===== config.mk =====
export PLATFORM = sky130hd
export DESIGN_NAME = ahb_slave_trace_buf
export DESIGN_NICKNAME = d
export VERILOG_FILES = /design/src/rtl/ahb_slave_trace_buf.sv
export SDC_FILE = /design/constraint.sdc
export NUM_CORES = 2
export LEC_CHECK = 0
export ABC_AREA = 0
export BUFFER_PORTS_ARGS = -buffer_cell sky130_fd_sc_hd__buf_2
export CAP_MARGIN = 20
export CORE_MARGIN = 2
export CORE_UTILIZATION = 65
export CTS_CLUSTER_SIZE = 28
export DETAILED_ROUTE_END_ITERATION = 10
export GPL_TIMING_DRIVEN = 0
export PLACE_DENSITY_LB_ADDON = 0.05
export SYNTH_ARGS = -nofsm -noshare
export SYNTH_HDL_FRONTEND = slang
export SYNTH_SLANG_ARGS = --single-unit

===== constraint.sdc =====
create_clock -name clk -period 13.9 [get_ports clk]
set_input_delay 0.695 -clock clk [delete_from_list [all_inputs] [get_ports clk]]
set_output_delay 0.695 -clock clk [all_outputs]
set_load 0.05 [all_outputs]

===== src/rtl/ahb_slave_trace_buf.sv =====
// Circular transaction trace buffer tapping the AHB slave memory port, with address trigger and indexed readout.
// Optional AHB_TRACE_TIMESTAMP_EN appends a 16-bit free-running cycle stamp to every entry.
module ahb_slave_trace_buf #(
    parameter int ADDR_BITS  = 24,
    parameter int DATA_BITS  = 32,
    parameter int DEPTH_LOG2 = 6,
    parameter int SLAVE_NUM  = 0,
`ifdef AHB_TRACE_TIMESTAMP_EN
    localparam int TS_BITS   = 16,
`else
    localparam int TS_BITS   = 0,
`endif
    localparam int ENTRY_BITS = 1 + DATA_BITS/8 + ADDR_BITS + DATA_BITS + TS_BITS
) (
    input  logic                    clk,
    input  logic                    reset,
    input  logic                    WR,
    input  logic [ADDR_BITS-1:0]    ADDR_WR,
    input  logic [DATA_BITS-1:0]    DIN,
    input  logic [DATA_BITS/8-1:0]  BSEL,
    input  logic                    RD,
    input  logic [ADDR_BITS-1:0]    ADDR_RD,
    input  logic [DATA_BITS-1:0]    DOUT,
    input  logic                    arm,
    input  logic                    stop,
    input  logic                    force_trig,
    input  logic [ADDR_BITS-1:0]    trig_addr,
    input  logic [ADDR_BITS-1:0]    trig_mask,
    input  logic                    trig_wr,
    input  logic                    trig_rd,
    input  logic [DEPTH_LOG2-1:0]   post_len,
    input  logic [DEPTH_LOG2-1:0]   rd_idx,
    output logic [ENTRY_BITS-1:0]   rd_data,
    output logic [1:0]              state,
    output logic [DEPTH_LOG2:0]     entry_cnt,
    output logic [7:0]              drop_cnt,
    output logic [7:0]              slave_id
);

    localparam int BSEL_BITS = DATA_BITS / 8;
    localparam logic [DEPTH_LOG2-1:0] PTR_ONE = 1;
    localparam logic [DEPTH_LOG2:0]   CNT_ONE = 1;

    typedef enum logic [1:0] {
        S_IDLE  = 2'b00,
        S_ARMED = 2'b01,
        S_POST  = 2'b10,
        S_DONE  = 2'b11
    } state_t;

    state_t cur_state, next_state;

    logic                    rd_d;
    logic [ADDR_BITS-1:0]    rd_addr_d;
    logic                    rdp_valid;
    logic [ENTRY_BITS-1:0]   rdp_entry;
    logic                    hold_valid;
    logic [ENTRY_BITS-1:0]   hold_entry;
    logic [DEPTH_LOG2-1:0]   wptr;
    logic [DEPTH_LOG2-1:0]   post_cnt;
    logic [DEPTH_LOG2-1:0]   rd_ptr;
    logic [ENTRY_BITS-1:0]   wr_entry;
    logic [ENTRY_BITS-1:0]   rd_entry;
    logic [ENTRY_BITS-1:0]   mem [0:(1<<DEPTH_LOG2)-1];

    logic                    ram_we;
    logic [ENTRY_BITS-1:0]   ram_wdata;
    logic                    hold_load;
    logic                    hold_clear;
    logic                    drop;
    logic                    trig;
    logic                    post_load;
    logic                    post_dec;
    logic                    rec_type;
    logic [ADDR_BITS-1:0]    rec_addr;

`ifdef AHB_TRACE_TIMESTAMP_EN
    logic [15:0] ts_cnt;

    always_ff @(posedge clk or posedge reset) begin
        if (reset) ts_cnt <= 16'd0;
        else       ts_cnt <= ts_cnt + 16'd1;
    end

    assign wr_entry = {1'b1, BSEL, ADDR_WR, DIN, ts_cnt};
    assign rd_entry = {1'b0, {BSEL_BITS{1'b1}}, rd_addr_d, DOUT, ts_cnt};
`else
    assign wr_entry = {1'b1, BSEL, ADDR_WR, DIN};
    assign rd_entry = {1'b0, {BSEL_BITS{1'b1}}, rd_addr_d, DOUT};
`endif

    // Read path: RD/ADDR_RD registered, entry formed with DOUT next cycle, then staged for arbitration.
    always_ff @(posedge clk or posedge reset) begin
        if (reset) begin
            rd_d      <= 1'b0;
            rd_addr_d <= '0;
            rdp_valid <= 1'b0;
            rdp_entry <= '0;
        end else begin
            rd_d      <= RD;
            rd_addr_d <= ADDR_RD;
            rdp_valid <= rd_d;
            rdp_entry <= rd_entry;
        end
    end

    always_ff @(posedge clk or posedge reset) begin
        if (reset) cur_state <= S_IDLE;
        else       cur_state <= next_state;
    end

    always_comb begin
        next_state = cur_state;
        ram_we     = 1'b0;
        ram_wdata  = wr_entry;
        hold_load  = 1'b0;
        hold_clear = 1'b0;
        drop       = 1'b0;
        trig       = 1'b0;
        post_load  = 1'b0;
        post_dec   = 1'b0;
        rec_type   = 1'b0;
        rec_addr   = '0;
        if (arm) begin
            next_state = S_ARMED;
            hold_clear = 1'b1;
        end else if (stop && (cur_state == S_ARMED || cur_state == S_POST)) begin
            next_state = S_DONE;
            hold_clear = 1'b1;
        end else if (cur_state == S_ARMED || cur_state == S_POST) begin
            if (WR) begin
                ram_we    = 1'b1;
                ram_wdata = wr_entry;
            end else if (hold_valid) begin
                ram_we     = 1'b1;
                ram_wdata  = hold_entry;
                hold_clear = 1'b1;
            end else if (rdp_valid) begin
                ram_we    = 1'b1;
                ram_wdata = rdp_entry;
            end
            // A losing read can take the hold slot only if it is empty or draining this cycle.
            if (rdp_valid && (WR || hold_valid)) begin
                if (!hold_valid || !WR) hold_load = 1'b1;
                else                    drop      = 1'b1;
            end
            rec_type = ram_wdata[ENTRY_BITS-1];
            rec_addr = ram_wdata[TS_BITS+DATA_BITS +: ADDR_BITS];
            trig = force_trig ||
                   (ram_we && (rec_type ? trig_wr : trig_rd) &&
                    ((rec_addr & trig_mask) == (trig_addr & trig_mask)));
            if (cur_state == S_ARMED && trig) begin
                if (post_len == '0) begin
                    next_state = S_DONE;
                end else begin
                    next_state = S_POST;
                    post_load  = 1'b1;
                end
            end else if (cur_state == S_POST && ram_we) begin
                post_dec = 1'b1;
                if (post_cnt == PTR_ONE) next_state = S_DONE;
            end
        end
    end

    always_ff @(posedge clk or posedge reset) begin
        if (reset) begin
            hold_valid <= 1'b0;
            hold_entry <= '0;
        end else if (hold_load) begin
            hold_valid <= 1'b1;
            hold_entry <= rdp_entry;
        end else if (hold_clear) begin
            hold_valid <= 1'b0;
        end
    end

    always_ff @(posedge clk or posedge reset) begin
        if (reset) begin
            wptr      <= '0;
            entry_cnt <= '0;
            drop_cnt  <= 8'd0;
            post_cnt  <= '0;
        end else if (arm) begin
            wptr      <= '0;
            entry_cnt <= '0;
            drop_cnt  <= 8'd0;
        end else begin
            if (ram_we) begin
                wptr <= wptr + PTR_ONE;
                if (!entry_cnt[DEPTH_LOG2]) entry_cnt <= entry_cnt + CNT_ONE;
            end
            if (drop && drop_cnt != 8'hFF) drop_cnt <= drop_cnt + 8'd1;
            if (post_load)     post_cnt <= post_len;
            else if (post_dec) post_cnt <= post_cnt - PTR_ONE;
        end
    end

    always_ff @(posedge clk) begin
        if (ram_we) mem[wptr] <= ram_wdata;
    end

    // Once full the write pointer marks the oldest entry.
    assign rd_ptr = (entry_cnt[DEPTH_LOG2] ? wptr : '0) + rd_idx;

    always_ff @(posedge clk or posedge reset) begin
        if (reset) rd_data <= '0;
        else       rd_data <= mem[rd_ptr];
    end

    assign state    = cur_state;
    assign slave_id = 8'(SLAVE_NUM);

endmodule


* Word level (Yosys, flattened, before mapping) *
Memories as Yosys holds them, arrays and structs flattened. A register that Yosys moved wholly into a read port is not among the register bits.
Index checks and enable logic that the tools add are counted.

storage, ports and cells
  flip-flop bits (word level) = 170
  RAM bits = 3904
  input bits = 185
  output and inout bits = 86
  memories kept = 1

operators by class
  $add $sub $neg = 5
  equality and inequality tests = 6
  mux-type cells = 65
  bitwise logic cells = 3
  reduce and logical (&&, ||, !) cells = 24

memory list
  memory  depth  width  rd ports  clocked after Yosys merged registers in  wr ports  line  RTL
  mem     64     61     1         1                                        1         64    logic [ENTRY_BITS-1:0] mem [0:(1<<DEPTH_LOG2)-1];

operators with widths
  operator                                                               number
  61-bit 2-to-1 mux                                                      9
  24-bit AND                                                             2
  1-bit 2-to-1 mux                                                       40
  6-bit 2-to-1 mux                                                       5
  24-bit equality test                                                   1
  7-bit 2-to-1 mux                                                       3
  8-bit 2-to-1 mux                                                       2
  2-bit 2-to-1 mux                                                       6
  8-bit by 1-bit adder with 8-bit output, second input constant          1
  8-bit != test, second input constant                                   1
  2-bit nonzero test                                                     4
  4-bit nonzero test                                                     2
  7-bit by 1-bit adder with 7-bit output, second input constant          1
  1-bit logical AND                                                      7
  6-bit by 1-bit adder with 6-bit output, second input constant          1
  6-bit adder                                                            1
  6-bit by 1-bit equality test with 1-bit output, second input constant  1
  6-bit zero test                                                        1
  6-bit by 1-bit subtractor with 6-bit output, second input constant     1
  1-bit logical OR                                                       4
  2-bit AND reduction                                                    2
  3-bit AND reduction                                                    1
  3-bit nonzero test                                                     1
  2-bit by 1-bit equality test with 1-bit output, second input constant  1
  4 further kinds                                                        5

* Logic depth before layout (Yosys ltp) *
  depth after elaboration = 17
  gate-level depth with buffers = 13

* Worst setup path before layout *
OpenSTA, ideal clock, no wires.

  kind = register to register
  start = reg cur_state[0], in the netlist state[0]
  end = mem mem[48][0] (netlist bit), enable pin
  setup time = 633 ps
  arrival = 8137 ps
  data required time = 13267 ps
  path slack = 5130 ps
  stages on the path, launching flop included = 9
  period minus slack after synthesis = 8770 ps
  path through = dfrtp_1 > inv_1 > ha_1 > buf_2 > or3_1 > clkbuf_1 > nor2_1 > nand4b_1 > nor4_1

between the ends
  word-level cells in the longest chain between the ends = 7
  elaborated cells between the ends (all ways) = 9

RTL lines
  what                                                                                   line      RTL
  from (decl)                                                                            51        state_t cur_state, next_state;
  from (signal assigned)                                                                 109       else cur_state <= next_state;
  2-bit by 1-bit equality test with 1-bit output or 2-bit equality test (tied branches)  127, 130
  1-bit logical OR (*)                                                                   127, 130
  1-bit 2-to-1 mux or 1-bit logical AND (tied branches)                                  130, 127
  1-bit 2-to-1 mux (*)                                                                   127       end else if (stop && (cur_state == S_ARMED || cur_state == S_POST)) begin
  1-bit 2-to-1 mux (*)                                                                   124       if (arm) begin
  1-bit 2-to-1 mux (*)                                                                   200       if (ram_we) mem[wptr] <= ram_wdata;
  1-bit 2-to-1 mux (implied by the code) (*)                                             200
  to (decl)                                                                              64

Every way passes the cells marked *; elsewhere a longest branch is shown, timed or not.

* Worst setup path after layout *
  start = reg wptr[0]
  end = reg rd_data[13] (read register of mem)

between the ends
  word-level cells in the longest chain between the ends = 2

RTL lines
  what                    line  RTL
  from (decl)             59    logic [DEPTH_LOG2-1:0] wptr;
  from (signal assigned)  190   wptr <= wptr + PTR_ONE;
  6-bit 2-to-1 mux        204   assign rd_ptr = (entry_cnt[DEPTH_LOG2] ? wptr : '0) + rd_idx;
  6-bit adder             204
  to (decl)               33    output logic [ENTRY_BITS-1:0] rd_data,

No other way between the ends.
A chain may end at the register's enable or synchronous reset.

==> metrics <==
FF-to-FF End rd_data[13]; Reg2Reg Depth 13; largest family of logic cells by synthesized area multiplexers; DRC errors left 0; cts bufs inserted 410; CORE AREA 241000 sq um; Pleak 59.0 nW; clk slew on worst S/H paths 60 ps; CTS Hold Bufs 64; Synth Area in Adders 0.108%; CTS sink cnt 4135; PortBufs 261; worst slew pin tran 1240 ps; Max-Cap Viols 0; Sw Ratio 21.9%; Post-synth EDFFs 3904; Final setup viols 0; Clock Latency Late Sink 1000 ps; routed via count 78000; crit path kind reg2reg; Total Routing Usage GR 34.6%; largest area contributor in the netlist edfxtp_1; Post-synth top flop edfxtp_1; f_max 0.148 GHz; H-tree depth 5; Die Span Y 497 um; wire per inst 37.3 um; Yosys reg bits 4135; Flop pwr share 52.6%; Power Total 26.6 mW; Synth top cells by count 3904 x edfxtp_1, 1220 x mux4_2, 260 x clkbuf_1; vias in the first global route 79600; initial antenna violation count 25; RePlAce Congestion 0.899; Worst Hold Class in2reg; Power Dens Cells 144 nW/um^2; Cell Area, Synth 158000 sq um; Detailed Place HPWL 273000 um; final setup skew 53.9 ps; period utilisation layout 48.7%; Initial DRC Count 10500; CP Capture Type flip-flop; Max Transition Viols Final 0; combinational power share 7.0%; post-place setup slack 7580 ps; Synth cell types 75; post-CTS setup buffers 0; layout cells sized above 1 33.1%; crit path DAT 7500 ps; Critical Path Fanout Max 10; Total Routed Length 417000 um; Hold Path Sink entry_cnt[0]; Synth area leaders edfxtp_1 74%, mux4_2 17%, dfrtp_1 3.7%, clkbuf_1 0.62%, mux2i_1 0.48%; mux contribution to synthesized area 18.3%; final setup margin 7130 ps; Compound-Gate Fraction of Synth Area 1.21%; die width 497 um; pin count of the biggest net entering global routing 122; Post-Syn Instances 6586; Detail Route Antenna Nets 0; Synth Area in Simple Gates 1.22%; CTS tree yes; Crit path required time 14630 ps; Syn Area/Cell 24.0 sq um; Nets 7841; vias per cell 6.98; Max IR drop VDD 0.119 mV; Final min period 6770 ps; Post-Synth XOR/XNOR Area 0.189%; first-pass GRT wire length 589000 um; Layout area overhead 16.6%; clock root cell clkbuf_16; die area 247000 sq um; Post-synth ARST share 5.59%; # resized after CTS 0; global route total overflow 0; switching pwr 5.83 mW; Ys Warns 0; RSZ-0062 raised after global routing false; hold path cells 4; CP Launch Type flip-flop; share of the synthesized area in the top cell type 74.3%; Reg2Reg Launch Point wptr[0]; Clk network pwr share 40.4%; clk buf depth 4; Initial Utilization 65.5%; final hold viol count 0; count leader, synth edfxtp_1; hold path start arm; Rows 180; worst hold slack 88.8 ps; reg2reg setup slack 7130 ps; router iterations before antenna repair 6; cell-internal power 20.7 mW; I/O pin count 271; Slew HR 17.7%; status completed; Seq/Total Area, Yosys 78.0%
-- layout make-up --
class                      count  area [sq um]
antenna                       15          37.5
buffer                       370          1510
clock buffer                 515         11000
clock inverter               218          1870
fill                       12300         57000
inverter                      16          67.6
multi-input combinational   2072         34300
sequential                  4135        123000
tap                         3185          3990
timing repair buffer         638          8270
-- layout by cell type, fill, tap and decap left out, types with 14 or more instances in the layout --
cell              n
edfxtp_1       3904
mux4_2         1220
clkbuf_16       418
clkbuf_1        319
buf_2           279
dfrtp_1         231
buf_12          183
nand2_1         104
clkinv_1         88
clkinv_2         81
buf_1            79
mux2i_1          76
a21oi_1          73
dlygate4sd3_1    64
buf_16           64
nor2b_1          63
nor2_4           63
a211oi_1         62
mux2_2           58
buf_8            50
o21ai_4          41
nor2_1           39
a22oi_1          39
bufinv_16        32
clkbuf_2         21
buf_4            17
nand2b_1         16
xor2_1           16
diode_2          15
xnor2_1          15
inv_1            14
-- layer usage --
layer	share of wire [%]	track usage (%)	routed length [um]
met2	50	55.9	208000
met5	0.019	0	80
met3	11	7.83	45200
met4	4.7	14.8	19600
met1	34	46.3	144000
-- through the flow --
stage               instances  util (%)  TNS [ps]  cell area [sq um]
global placement        10000      67.7   -115390             163000
CTS                     11100      76.1         0             183000
finish                  11200      76.3         0             184000
floorplan                6593         -         0             158000
detailed placement      10300      70.5         0             170000
global route            11200      76.3         0             184000
-- critical path: stages (launching register included) --
cell and delay (ps):
dfrtp_1 450, clkbuf_1 300, and2_1 240, ha_1 210
fa_1 510, clkbuf_1 190, clkbuf_1 840, clkbuf_1 530
buf_8 250, clkbuf_1 700, mux4_2 470, mux4_2 490
a211oi_1 890, a21oi_1 370
-- state kept, by name (all words and copies together) (netlist names) --
| name | flops |
|---|---|
| mem | 3904 |
| rd_data | 61 |
| hold_entry | 57 |
| rdp_entry | 57 |
| rd_addr_d | 24 |
| drop_cnt | 8 |
| entry_cnt | 7 |
| post_cnt | 6 |
| wptr | 6 |
| state | 2 |
| hold_valid | 1 |
| rd_d | 1 |
| rdp_valid | 1 |
-- worst max path at each step --
stage | startpoint | to | slack [ps] | cells after the start
after floorplan | state[0] | mem[48][0] | 5130 | 8
after global placement | WR | mem[48][32] | -1910 | 8
after detailed placement | wptr[0] | rd_data[15] | 7580 | 13
after CTS | wptr[0] | rd_data[15] | 7310 | 13
after global routing | wptr[0] | rd_data[15] | 7200 | 13
final | wptr[0] | rd_data[13] | 7130 | 13
-- kinds of logic after synthesis --
kind of cell    Yosys count
compound gates          278
buf+inv                 386
flops                  4135
other cells               2
xor+xnor                 34
mux                    1355
fa+ha+maj                13
simple gates            383
-- power groups by stage --
stage | combinational [mW] | clock [mW] | sequential [mW]
6_report | 1.87 | 10.7 | 14.0
3_3_place_gp | 1.61 | 0 | 14.3
2_1_floorplan | 0.944 | 0 | 14.3
5_1_grt | 1.95 | 11.2 | 14.0
4_1_cts | 1.83 | 10.8 | 14.0
3_5_place_dp | 1.80 | 0 | 14.2
(Power assumes the default switching activity.)
